==> config.mk <==
export PLATFORM = sky130hd
export DESIGN_NAME = rv_decode_stage
export DESIGN_NICKNAME = d
export VERILOG_FILES = /design/src/rtl/rv_decode_pkg.sv /design/src/rtl/rv_decode_skid.sv /design/src/rtl/rv_decode_stage.sv
export SDC_FILE = /design/constraint.sdc
export NUM_CORES = 1
export LEC_CHECK = 0
export BUFFER_PORTS_ARGS = -buffer_cell sky130_fd_sc_hd__buf_2
export CAP_MARGIN = 20
export CORE_ASPECT_RATIO = 0.5
export CORE_MARGIN = 1
export CORE_UTILIZATION = 59
export DETAILED_ROUTE_END_ITERATION = 7
export PLACE_DENSITY = 0.85
export SYNTH_ARGS = -nofsm -noshare
export SYNTH_HDL_FRONTEND = slang
export SYNTH_HIERARCHICAL = 1
export SYNTH_SLANG_ARGS = --single-unit
==> constraint.sdc <==
create_clock -name clk_in -period 4.8 [get_ports clk_in]
set_clock_uncertainty 0.1 [all_clocks]
set_input_delay 0.48 -clock clk_in [delete_from_list [all_inputs] [get_ports clk_in]]
set_output_delay 0.48 -clock clk_in [all_outputs]
set_load 0.02 [all_outputs]
==> src/rtl/rv_decode_pkg.sv <==
`default_nettype none
// ============================================================================
//  Module      : rv_decode_pkg
//  Description : Opcode classes, immediate/writeback encodings and the decoded
//                control bundle shared by the RV32I/M decode stage.
//  Revision    : 1.0 - initial release
// ============================================================================
package rv_decode_pkg;

    localparam logic [4:0] c_OPC_LOAD     = 5'b00000;
    localparam logic [4:0] c_OPC_MISC_MEM = 5'b00011;
    localparam logic [4:0] c_OPC_OP_IMM   = 5'b00100;
    localparam logic [4:0] c_OPC_AUIPC    = 5'b00101;
    localparam logic [4:0] c_OPC_STORE    = 5'b01000;
    localparam logic [4:0] c_OPC_OP       = 5'b01100;
    localparam logic [4:0] c_OPC_LUI      = 5'b01101;
    localparam logic [4:0] c_OPC_BRANCH   = 5'b11000;
    localparam logic [4:0] c_OPC_JALR     = 5'b11001;
    localparam logic [4:0] c_OPC_JAL      = 5'b11011;
    localparam logic [4:0] c_OPC_SYSTEM   = 5'b11100;

    localparam logic [2:0] c_IMM_NONE = 3'd0;
    localparam logic [2:0] c_IMM_I    = 3'd1;
    localparam logic [2:0] c_IMM_S    = 3'd2;
    localparam logic [2:0] c_IMM_B    = 3'd3;
    localparam logic [2:0] c_IMM_U    = 3'd4;
    localparam logic [2:0] c_IMM_J    = 3'd5;

    localparam logic [2:0] c_WB_ALU    = 3'd0;
    localparam logic [2:0] c_WB_LOAD   = 3'd1;
    localparam logic [2:0] c_WB_UIMM   = 3'd2;
    localparam logic [2:0] c_WB_PC_IMM = 3'd3;
    localparam logic [2:0] c_WB_PC4    = 3'd4;
    localparam logic [2:0] c_WB_MULDIV = 3'd5;

    typedef struct packed {
        logic [4:0] rd;
        logic [4:0] rs1;
        logic [4:0] rs2;
        logic [3:0] alu_opcode;
        logic [2:0] wb_mux_sel;
        logic [2:0] imm_type;
        logic [1:0] load_size;
        logic       load_unsigned;
        logic       alu_src;
        logic       iadder_src;
        logic       wr_en;
        logic       mem_wr_req;
        logic       muldiv;
        logic       illegal;
    } decode_bundle_t;

endpackage : rv_decode_pkg
`default_nettype wire

==> src/rtl/rv_decode_skid.sv <==
`default_nettype none
// ============================================================================
//  Module      : rv_decode_skid
//  Description : Two-entry valid/ready skid buffer with registered ready and
//                synchronous active-low reset plus flush.
//  Revision    : 1.0 - initial release
// ============================================================================
module rv_decode_skid #(
    parameter int WIDTH = 32
) (
    input  logic             clk,
    input  logic             rst_n,
    input  logic             i_flush,
    input  logic             i_valid,
    output logic             o_ready,
    input  logic [WIDTH-1:0] i_data,
    output logic             o_valid,
    input  logic             i_ready,
    output logic [WIDTH-1:0] o_data
);

    logic             r_main_valid;
    logic [WIDTH-1:0] r_main_data;
    logic             r_skid_valid;
    logic [WIDTH-1:0] r_skid_data;
    logic             r_ready;

    logic w_in_fire;
    logic w_out_fire;
    logic w_main_free;

    always_comb begin
        w_in_fire   = i_valid & r_ready;
        w_out_fire  = r_main_valid & i_ready;
        w_main_free = ~r_main_valid | w_out_fire;
    end

    // Ready is only ever withheld while the skid entry is occupied, so an
    // accept can never collide with a skid->main refill.
    always_ff @(posedge clk) begin
        if (!rst_n) begin
            r_main_valid <= 1'b0;
            r_main_data  <= '0;
            r_skid_valid <= 1'b0;
            r_skid_data  <= '0;
            r_ready      <= 1'b0;
        end else if (i_flush) begin
            r_main_valid <= 1'b0;
            r_skid_valid <= 1'b0;
            r_ready      <= 1'b1;
        end else if (w_main_free) begin
            if (r_skid_valid) begin
                r_main_data  <= r_skid_data;
                r_main_valid <= 1'b1;
                r_skid_valid <= 1'b0;
            end else begin
                r_main_valid <= w_in_fire;
                if (w_in_fire) begin
                    r_main_data <= i_data;
                end
            end
            r_ready <= 1'b1;
        end else if (w_in_fire) begin
            r_skid_data  <= i_data;
            r_skid_valid <= 1'b1;
            r_ready      <= 1'b0;
        end
    end

    assign o_ready = r_ready;
    assign o_valid = r_main_valid;
    assign o_data  = r_main_data;

endmodule : rv_decode_skid
`default_nettype wire

==> src/rtl/rv_decode_stage.sv <==
`default_nettype none
// ============================================================================
//  Module      : rv_decode_stage
//  Description : Registered, handshaked RV32I/RV32M decode stage with a
//                2-entry skid buffer, illegal detection and flush.
//  Revision    : 1.0 - initial release
// ============================================================================
module rv_decode_stage
    import rv_decode_pkg::*;
#(
    parameter int XLEN     = 32,
    parameter int ENABLE_M = 0
) (
    input  logic            clk_in,
    input  logic            rst_n_in,
    input  logic            flush_in,
    input  logic            in_valid_in,
    output logic            in_ready_out,
    input  logic [31:0]     instr_in,
    input  logic [XLEN-1:0] pc_in,
    output logic            out_valid_out,
    input  logic            out_ready_in,
    output logic [XLEN-1:0] pc_out,
    output logic [4:0]      rd_out,
    output logic [4:0]      rs1_out,
    output logic [4:0]      rs2_out,
    output logic [3:0]      alu_opcode_out,
    output logic [2:0]      wb_mux_sel_out,
    output logic [2:0]      imm_type_out,
    output logic [1:0]      load_size_out,
    output logic            load_unsigned_out,
    output logic            alu_src_out,
    output logic            iadder_src_out,
    output logic            wr_en_out,
    output logic            mem_wr_req_out,
    output logic            muldiv_out,
    output logic            illegal_out
);

    localparam int c_BW = $bits(decode_bundle_t);
    localparam int c_DW = XLEN + c_BW;

    logic [4:0]     w_opc;
    logic [2:0]     w_f3;
    logic [6:0]     w_f7;
    decode_bundle_t w_dec;
    decode_bundle_t w_out_dec;
    logic [c_DW-1:0] w_in_data;
    logic [c_DW-1:0] w_out_data;

    always_comb begin
        w_opc = instr_in[6:2];
        w_f3  = instr_in[14:12];
        w_f7  = instr_in[31:25];

        w_dec               = '0;
        w_dec.rd            = instr_in[11:7];
        w_dec.rs1           = instr_in[19:15];
        w_dec.rs2           = instr_in[24:20];
        w_dec.alu_opcode    = {1'b0, w_f3};
        w_dec.load_size     = w_f3[1:0];
        w_dec.load_unsigned = w_f3[2];
        w_dec.alu_src       = instr_in[5];

        case (w_opc)
            c_OPC_LOAD: begin
                w_dec.imm_type   = c_IMM_I;
                w_dec.wb_mux_sel = c_WB_LOAD;
                w_dec.wr_en      = 1'b1;
                w_dec.iadder_src = 1'b1;
                w_dec.illegal    = (w_f3 == 3'b011) || (w_f3 == 3'b110) || (w_f3 == 3'b111);
            end
            c_OPC_MISC_MEM, c_OPC_SYSTEM: begin
                w_dec.illegal = 1'b0;
            end
            c_OPC_OP_IMM: begin
                w_dec.imm_type = c_IMM_I;
                w_dec.wr_en    = 1'b1;
                if (w_f3 == 3'b101) begin
                    w_dec.alu_opcode[3] = w_f7[5];
                    w_dec.illegal = (w_f7 != 7'b0000000) && (w_f7 != 7'b0100000);
                end else if (w_f3 == 3'b001) begin
                    w_dec.illegal = (w_f7 != 7'b0000000);
                end
            end
            c_OPC_AUIPC: begin
                w_dec.imm_type   = c_IMM_U;
                w_dec.wb_mux_sel = c_WB_PC_IMM;
                w_dec.wr_en      = 1'b1;
            end
            c_OPC_STORE: begin
                w_dec.imm_type   = c_IMM_S;
                w_dec.mem_wr_req = 1'b1;
                w_dec.iadder_src = 1'b1;
                w_dec.illegal    = (w_f3 >= 3'b011);
            end
            c_OPC_OP: begin
                w_dec.wr_en         = 1'b1;
                w_dec.alu_opcode[3] = w_f7[5];
                if (w_f7 == 7'b0000001) begin
                    if (ENABLE_M != 0) begin
                        w_dec.muldiv     = 1'b1;
                        w_dec.wb_mux_sel = c_WB_MULDIV;
                    end else begin
                        w_dec.illegal = 1'b1;
                    end
                end else if (w_f7 == 7'b0100000) begin
                    w_dec.illegal = (w_f3 != 3'b000) && (w_f3 != 3'b101);
                end else begin
                    w_dec.illegal = (w_f7 != 7'b0000000);
                end
            end
            c_OPC_LUI: begin
                w_dec.imm_type   = c_IMM_U;
                w_dec.wb_mux_sel = c_WB_UIMM;
                w_dec.wr_en      = 1'b1;
            end
            c_OPC_BRANCH: begin
                w_dec.imm_type = c_IMM_B;
                w_dec.illegal  = (w_f3 == 3'b010) || (w_f3 == 3'b011);
            end
            c_OPC_JALR: begin
                w_dec.imm_type   = c_IMM_I;
                w_dec.wb_mux_sel = c_WB_PC4;
                w_dec.wr_en      = 1'b1;
                w_dec.iadder_src = 1'b1;
                w_dec.illegal    = (w_f3 != 3'b000);
            end
            c_OPC_JAL: begin
                w_dec.imm_type   = c_IMM_J;
                w_dec.wb_mux_sel = c_WB_PC4;
                w_dec.wr_en      = 1'b1;
            end
            default: w_dec.illegal = 1'b1;
        endcase

        if (instr_in[1:0] != 2'b11) begin
            w_dec.illegal = 1'b1;
        end
        // An illegal word still travels downstream but must not cause side effects.
        if (w_dec.illegal) begin
            w_dec.wr_en      = 1'b0;
            w_dec.mem_wr_req = 1'b0;
            w_dec.muldiv     = 1'b0;
        end
    end

    assign w_in_data = {pc_in, w_dec};

    rv_decode_skid #(
        .WIDTH (c_DW)
    ) u_skid (
        .clk     (clk_in),
        .rst_n   (rst_n_in),
        .i_flush (flush_in),
        .i_valid (in_valid_in),
        .o_ready (in_ready_out),
        .i_data  (w_in_data),
        .o_valid (out_valid_out),
        .i_ready (out_ready_in),
        .o_data  (w_out_data)
    );

    assign pc_out    = w_out_data[c_DW-1 -: XLEN];
    assign w_out_dec = decode_bundle_t'(w_out_data[c_BW-1:0]);

    assign rd_out            = w_out_dec.rd;
    assign rs1_out           = w_out_dec.rs1;
    assign rs2_out           = w_out_dec.rs2;
    assign alu_opcode_out    = w_out_dec.alu_opcode;
    assign wb_mux_sel_out    = w_out_dec.wb_mux_sel;
    assign imm_type_out      = w_out_dec.imm_type;
    assign load_size_out     = w_out_dec.load_size;
    assign load_unsigned_out = w_out_dec.load_unsigned;
    assign alu_src_out       = w_out_dec.alu_src;
    assign iadder_src_out    = w_out_dec.iadder_src;
    assign wr_en_out         = w_out_dec.wr_en;
    assign mem_wr_req_out    = w_out_dec.mem_wr_req;
    assign muldiv_out        = w_out_dec.muldiv;
    assign illegal_out       = w_out_dec.illegal;

endmodule : rv_decode_stage
`default_nettype wire

# --- Word level (Yosys, flattened, before mapping) ---
# Cells that the tools add are included.
op_classes:
  n_eq_ne: 21
  n_bitwise: 7
  mux: 20
  n_reduce_logical: 20
  order_cmp: 1
ops:
  columns: ["cell", "n"]
  rows:
  - ["two-way mux 66 bit", 2]
  - ["== test 5 bit (second input constant)", 4]
  - ["== test 5 x 4 -> 1 bit (second input constant)", 3]
  - ["one-hot mux 3 bit (5 select lines)", 1]
  - ["two-way mux 1 bit", 13]
  - ["one-hot mux 3 bit (4 select lines)", 1]
  - ["== test 5 x 3 -> 1 bit (second input constant)", 2]
  - ["== test 3 bit (second input constant)", 3]
  - ["OR reduction 3 bit", 3]
  - ["== test 7 x 1 -> 1 bit (second input constant)", 1]
  - ["== test 7 x 6 -> 1 bit (second input constant)", 1]
  - ["!= test 7 x 6 -> 1 bit (second input constant)", 1]
  - ["one-hot mux 1 bit (7 select lines)", 1]
  - ["nonzero test 7 bit", 1]
  - ["OR reduction 7 bit", 1]
  - ["== test 3 x 2 -> 1 bit (second input constant)", 2]
  - ["AND reduction 3 bit", 2]
  - ["nonzero test 3 bit", 2]
  - ["OR reduction 2 bit", 3]
  - ["== test 5 x 2 -> 1 bit (second input constant)", 1]
  - ["zero test 5 bit", 1]
  - ["OR reduction 5 bit", 1]
  - ["NOT 1 bit", 4]
  - ["== test 3 x 1 -> 1 bit (second input constant)", 1]
  - ["other kinds (10)", 14]
totals:
  output_inout_bits: 68
  reg_bits: 135
  in_bits: 69

# --- Logic depth before layout (Yosys ltp) ---
logic_depth:
  depth_word: 9
  ltp_mapped: 9
  depth_no_buf: 8

# --- Hierarchy ---
# The synthesis kept the hierarchy.
by_module_without_submodules:
  columns: ["module", "cells_per_inst", "area_each_um2", "n_inst"]
  rows:
  - ["rv_decode_skid", 661, 6072.1, 1]
  - ["rv_decode_stage", 57, 351.6, 1]

# --- Worst setup path after synthesis ---
# No wires, ideal clock.
synth_path:
  kind: "input -> register"
  from: "input port instr_in[5]"
  to: "register u_skid.r_main_data[0] (netlist: u_skid/o_data[0])"
  setup_time_ps: 126
  path_slack_ps: 2845
  n_path_buf: 1
  arrival_ps: 1728
  path_stages: 9
  path_cell_list: "buf_4 -> and2_1 -> a21oi_1 -> nor3b_1 -> o221ai_2 -> or2_1 -> mux2_2 -> nand2_1 -> mux2i_1"
synth_rtl:
  columns: ["element", "line", "source"]
  rows:
  - ["start, declared", "rv_decode_stage.sv:19", "input logic [31:0] instr_in,"]
  - ["end signal, assigned", "rv_decode_skid.sv:53", "r_main_data <= r_skid_data;"]
  - ["end signal, assigned", "rv_decode_skid.sv:59", "r_main_data <= i_data;"]
  - ["end, declared", "rv_decode_skid.sv:23", "logic [WIDTH-1:0] r_main_data;"]

# --- Final worst setup path ---
layout_path:
  from: "register u_skid.r_ready (netlist: u_skid/o_ready)"
  to: "register u_skid.r_main_data[29] (netlist: u_skid/o_data[29])"
layout_via:
  elab_chain_len: 3
layout_lines:
  columns: ["element", "line", "source"]
  rows:
  - ["start, declared", "rv_decode_skid.sv:26", "logic r_ready;"]
  - ["start signal, assigned", "rv_decode_skid.sv:46", "r_ready <= 1'b0;"]
  - ["start signal, assigned", "rv_decode_skid.sv:50", "r_ready <= 1'b1;"]
  - ["start signal, assigned", "rv_decode_skid.sv:62", "r_ready <= 1'b1;"]
  - ["bitwise AND 1 bit", "rv_decode_skid.sv:33", "w_in_fire = i_valid & r_ready;"]
  - ["nonzero test 2 bit (no line)", null, null]
  - ["AND reduction 3 bit (no line)", null, null]
# No other way between the ends.
# A chain may end at the register's enable or synchronous reset.

==> flow_summary.yaml <==
critical_path:
  slowest_stage: "buf_4"
  critPathLaunch: "u_skid/o_ready$_SDFFE_PN0P_"
  crit_path_end_kind: "register"
  reg2reg_depth: 4
  critical-path-top-delay-family: "buffers and inverters"
  reg2reg_from: "u_skid/o_ready$_SDFFE_PN0P_"
  critical_path.max_fanout: 48
  critPathBufInv: 1
  worstPathArrival_ns: 2.50
  path_depth: 4
  cp.required_ns: 5.02
  critical_path.max_stage_delay_ns: 0.72
  regToRegSetupSlack_ns: 2.51
  path_cells: "a21oi_1 -> or3b_4 -> buf_4 -> mux2i_1"
  worst_setup_path_start_kind: "register"
  timing.rr.end: "u_skid/o_data[29]$_SDFFE_PN0P_"
  critPathKind: "reg2reg"
  cp-endpoint: "u_skid/o_data[29]$_SDFFE_PN0P_"
synth:
  syn_area_mm2: 0.00642
  ys_seq_area_share_pct: 42.1
  synth_cells: 718
  synth_seq_cells: 135
  ys_warn_count: 6
  async_flop_share_pct: 0
  synth_edf_count: 0
  ys.flop_type: "dfxtp_1"
  ys_types: 39
  syn_area_per_cell_um2: 8.95
sta:
  post-route-period-util_pct: 47.7
  period_minus_slack_ns: 2.29
  relSlewSlack_pct: 39.4
  setup-violations-final: 0
  slew_violations: 0
  hold_viol: 0
  rsz0062_at_grt: "false"
  max_freq_mhz: 437
  tightest_slew_ns: 0.909
  setup-tns-final_ns: 0
pwr:
  p_leak_nw: 3.51
  power_frac_seq_pct: 41.6
  swShare_pct: 22.8
  p_clk_share_pct: 50.1
  power_frac_comb_pct: 8.3
  vdd_drop_max_uv: 265
  p_total_mw: 2.76
  power_density_mw_per_mm2: 357
  power_switching_mw: 0.631
  p_int_mw: 2.13
clock_tree:
  clkSlewWorstSetupHoldPaths_ns: 0.06
  cts-buffers-inserted: 17
  clock_path_buffers: 2
  h-tree-depth: 4
  ctsHoldBuffers: 0
  root_buffer: "clkbuf_16"
  clk_latency_ns: 0.41
  cts-resized-gates: 0
  post_cts_buffers: 0
  tritoncts: "done"
  cts.sinks: 135
floorplanning:
  start_util_pct: 61.9
  rows: 26
  die_y_um: 75.8
  fp.coreArea_mm2: 0.0104
  die_x_um: 150
  die_area_mm2: 0.0113
  ios: 137
drt:
  drtIter0Drc: 272
  drcViolationCount: 0
  ant_nets: 0
  viasPerCell: 5.21
  first_pass_iters: 4
  totalWireLength_um: 13400
  vias: 5078
  wl_per_cell_um: 13.8
run:
  cap_viol_max_count: 0
global_route:
  antenna_found_initial: 0
  grt_max_degree: 172
  grt_pass1_wl_um: 20800
  grt_use_total_pct: 23.4
  gr-total-overflow: 0
  grt_pass1_vias: 4548
placed_design:
  place_hpwl_um: 8260
  port_buffers: 136
  gp_congestion: 0.813
layout:
  fillCellCount: 757
  antenna_cells: 0
  nets: 891
  drive_gt1_share_pct: 29.6
  area_growth_pct: 20.6
  regArea_mm2: 0.00270
  multi_input_area_mm2: 0.00346
outcome:
  outcome: "finished clean"
hold_path:
  hold_class: "in2reg"
## worst min path at each step
stage	start	end	slack (ns)	cells past startpoint
finish	pc_in[31]	u_skid/r_skid_data[65]$_SDFFE_PN0P_	0.22	3
floorplan	u_skid/r_skid_data[0]$_SDFFE_PN0P_	u_skid/r_skid_data[0]$_SDFFE_PN0P_	0.33	2
detailed placement	u_skid/r_skid_data[53]$_SDFFE_PN0P_	u_skid/r_skid_data[53]$_SDFFE_PN0P_	0.35	2
global route	pc_in[24]	u_skid/r_skid_data[58]$_SDFFE_PN0P_	0.22	3
CTS	pc_in[10]	u_skid/r_skid_data[44]$_SDFFE_PN0P_	0.21	3
global placement	u_skid/r_skid_data[57]$_SDFFE_PN0P_	u_skid/r_skid_data[57]$_SDFFE_PN0P_	0.34	2
## flip-flops by register name, summed over array words and instances, names as in the netlist
signal and flops:
u_skid/o_ready 1, u_skid/o_valid 1, u_skid/r_skid_data 66, u_skid/o_data 66, u_skid/r_skid_valid 1
## layer usage
metal	vias to the layer above	GRT usage, %	part of all wire (%)
met5	-	0	0
met4	0	10.8	1.3
met3	18	4.67	3.9
met2	102	40.7	49
met1	2363	28.6	46
li1	2595	-	-
## stage by stage
step / hold slack (ns) / setup slack (ns) / utilization (%) / std cells / instance area (µm²)
final: 0.222 / 2.51 / 74.6 / 975 / 7740
after global routing: 0.221 / 2.39 / 74.6 / 975 / 7740
after floorplan: 0.331 / 2.85 / - / 719 / 6430
after global placement: 0.338 / 2.36 / 68.1 / 941 / 7060
after detailed placement: 0.347 / 2.24 / 68.1 / 941 / 7060
after CTS: 0.208 / 2.51 / 74.2 / 973 / 7700
## area by class of cell
type / count / share of cell area [%]
tap: 140 / 2.26
sequential: 135 / 34.9
clock inverter: 11 / 2.23
multi-input combinational: 525 / 44.6
inverter: 2 / 0.0969
clock buffer: 21 / 5.95
timing repair buffer: 141 / 9.94
## cells in the final DEF (no fill, tap or decap), drive strengths merged, types with 3 or more instances in the layout
cell / count
clkbuf: 21
buf: 141
clkinv: 3
nor4: 3
mux2: 66
nor3: 3
mux2i: 133
a21oi: 9
nand2b: 5
nor2b: 3
nor3b: 5
bufinv: 4
nor2: 9
nand2: 266
dfxtp: 135
o21ai: 3
clkinvlp: 4
## power groups by stage
| stage | logic, mW | clock network [mW] | registers, mW |
|---|---|---|---|
| 3_5_place_dp | 0.225 | 0 | 1.17 |
| 2_1_floorplan | 0.130 | 0 | 1.20 |
| 4_1_cts | 0.227 | 1.40 | 1.15 |
| 5_1_grt | 0.252 | 1.45 | 1.15 |
| 6_report | 0.229 | 1.38 | 1.15 |
| 3_3_place_gp | 0.219 | 0 | 1.17 |
## cell usage after synthesis, types with 3 or more instances
cell	count	area, µm²
nand2b_1	4	25.0
a21oi_1	9	45.0
dfxtp_1	135	2700
buf_2	11	55.1
mux2i_1	133	1330
nor2_1	8	30.0
nor3_1	3	15.0
clkbuf_1	32	120
nor3b_1	5	37.5
buf_1	3	11.3
nand2_1	266	998
mux2_2	66	743
buf_4	11	82.6
## cells by family after synthesis
| logic type | after synthesis | synth area share [%] |
|---|---|---|
| AO/OA/AOI/OAI | 19 | 1.93 |
| XOR/XNOR | 2 | 0.273 |
| buffers and inverters | 59 | 4.30 |
| flip-flops | 135 | 42.1 |
| multiplexers | 199 | 32.3 |
| other | 1 | 0.0584 |
| AND/OR/NAND/NOR | 303 | 19.1 |
## worst reg2reg max path: cells and delay by family, from the launching register on
family          cells  cell delay (ns)
simple gates        1             0.44
flops               1             0.33
compound gates      1             0.26
mux                 1             0.34
buf+inv             1             0.73
(Power assumes the default switching activity.)
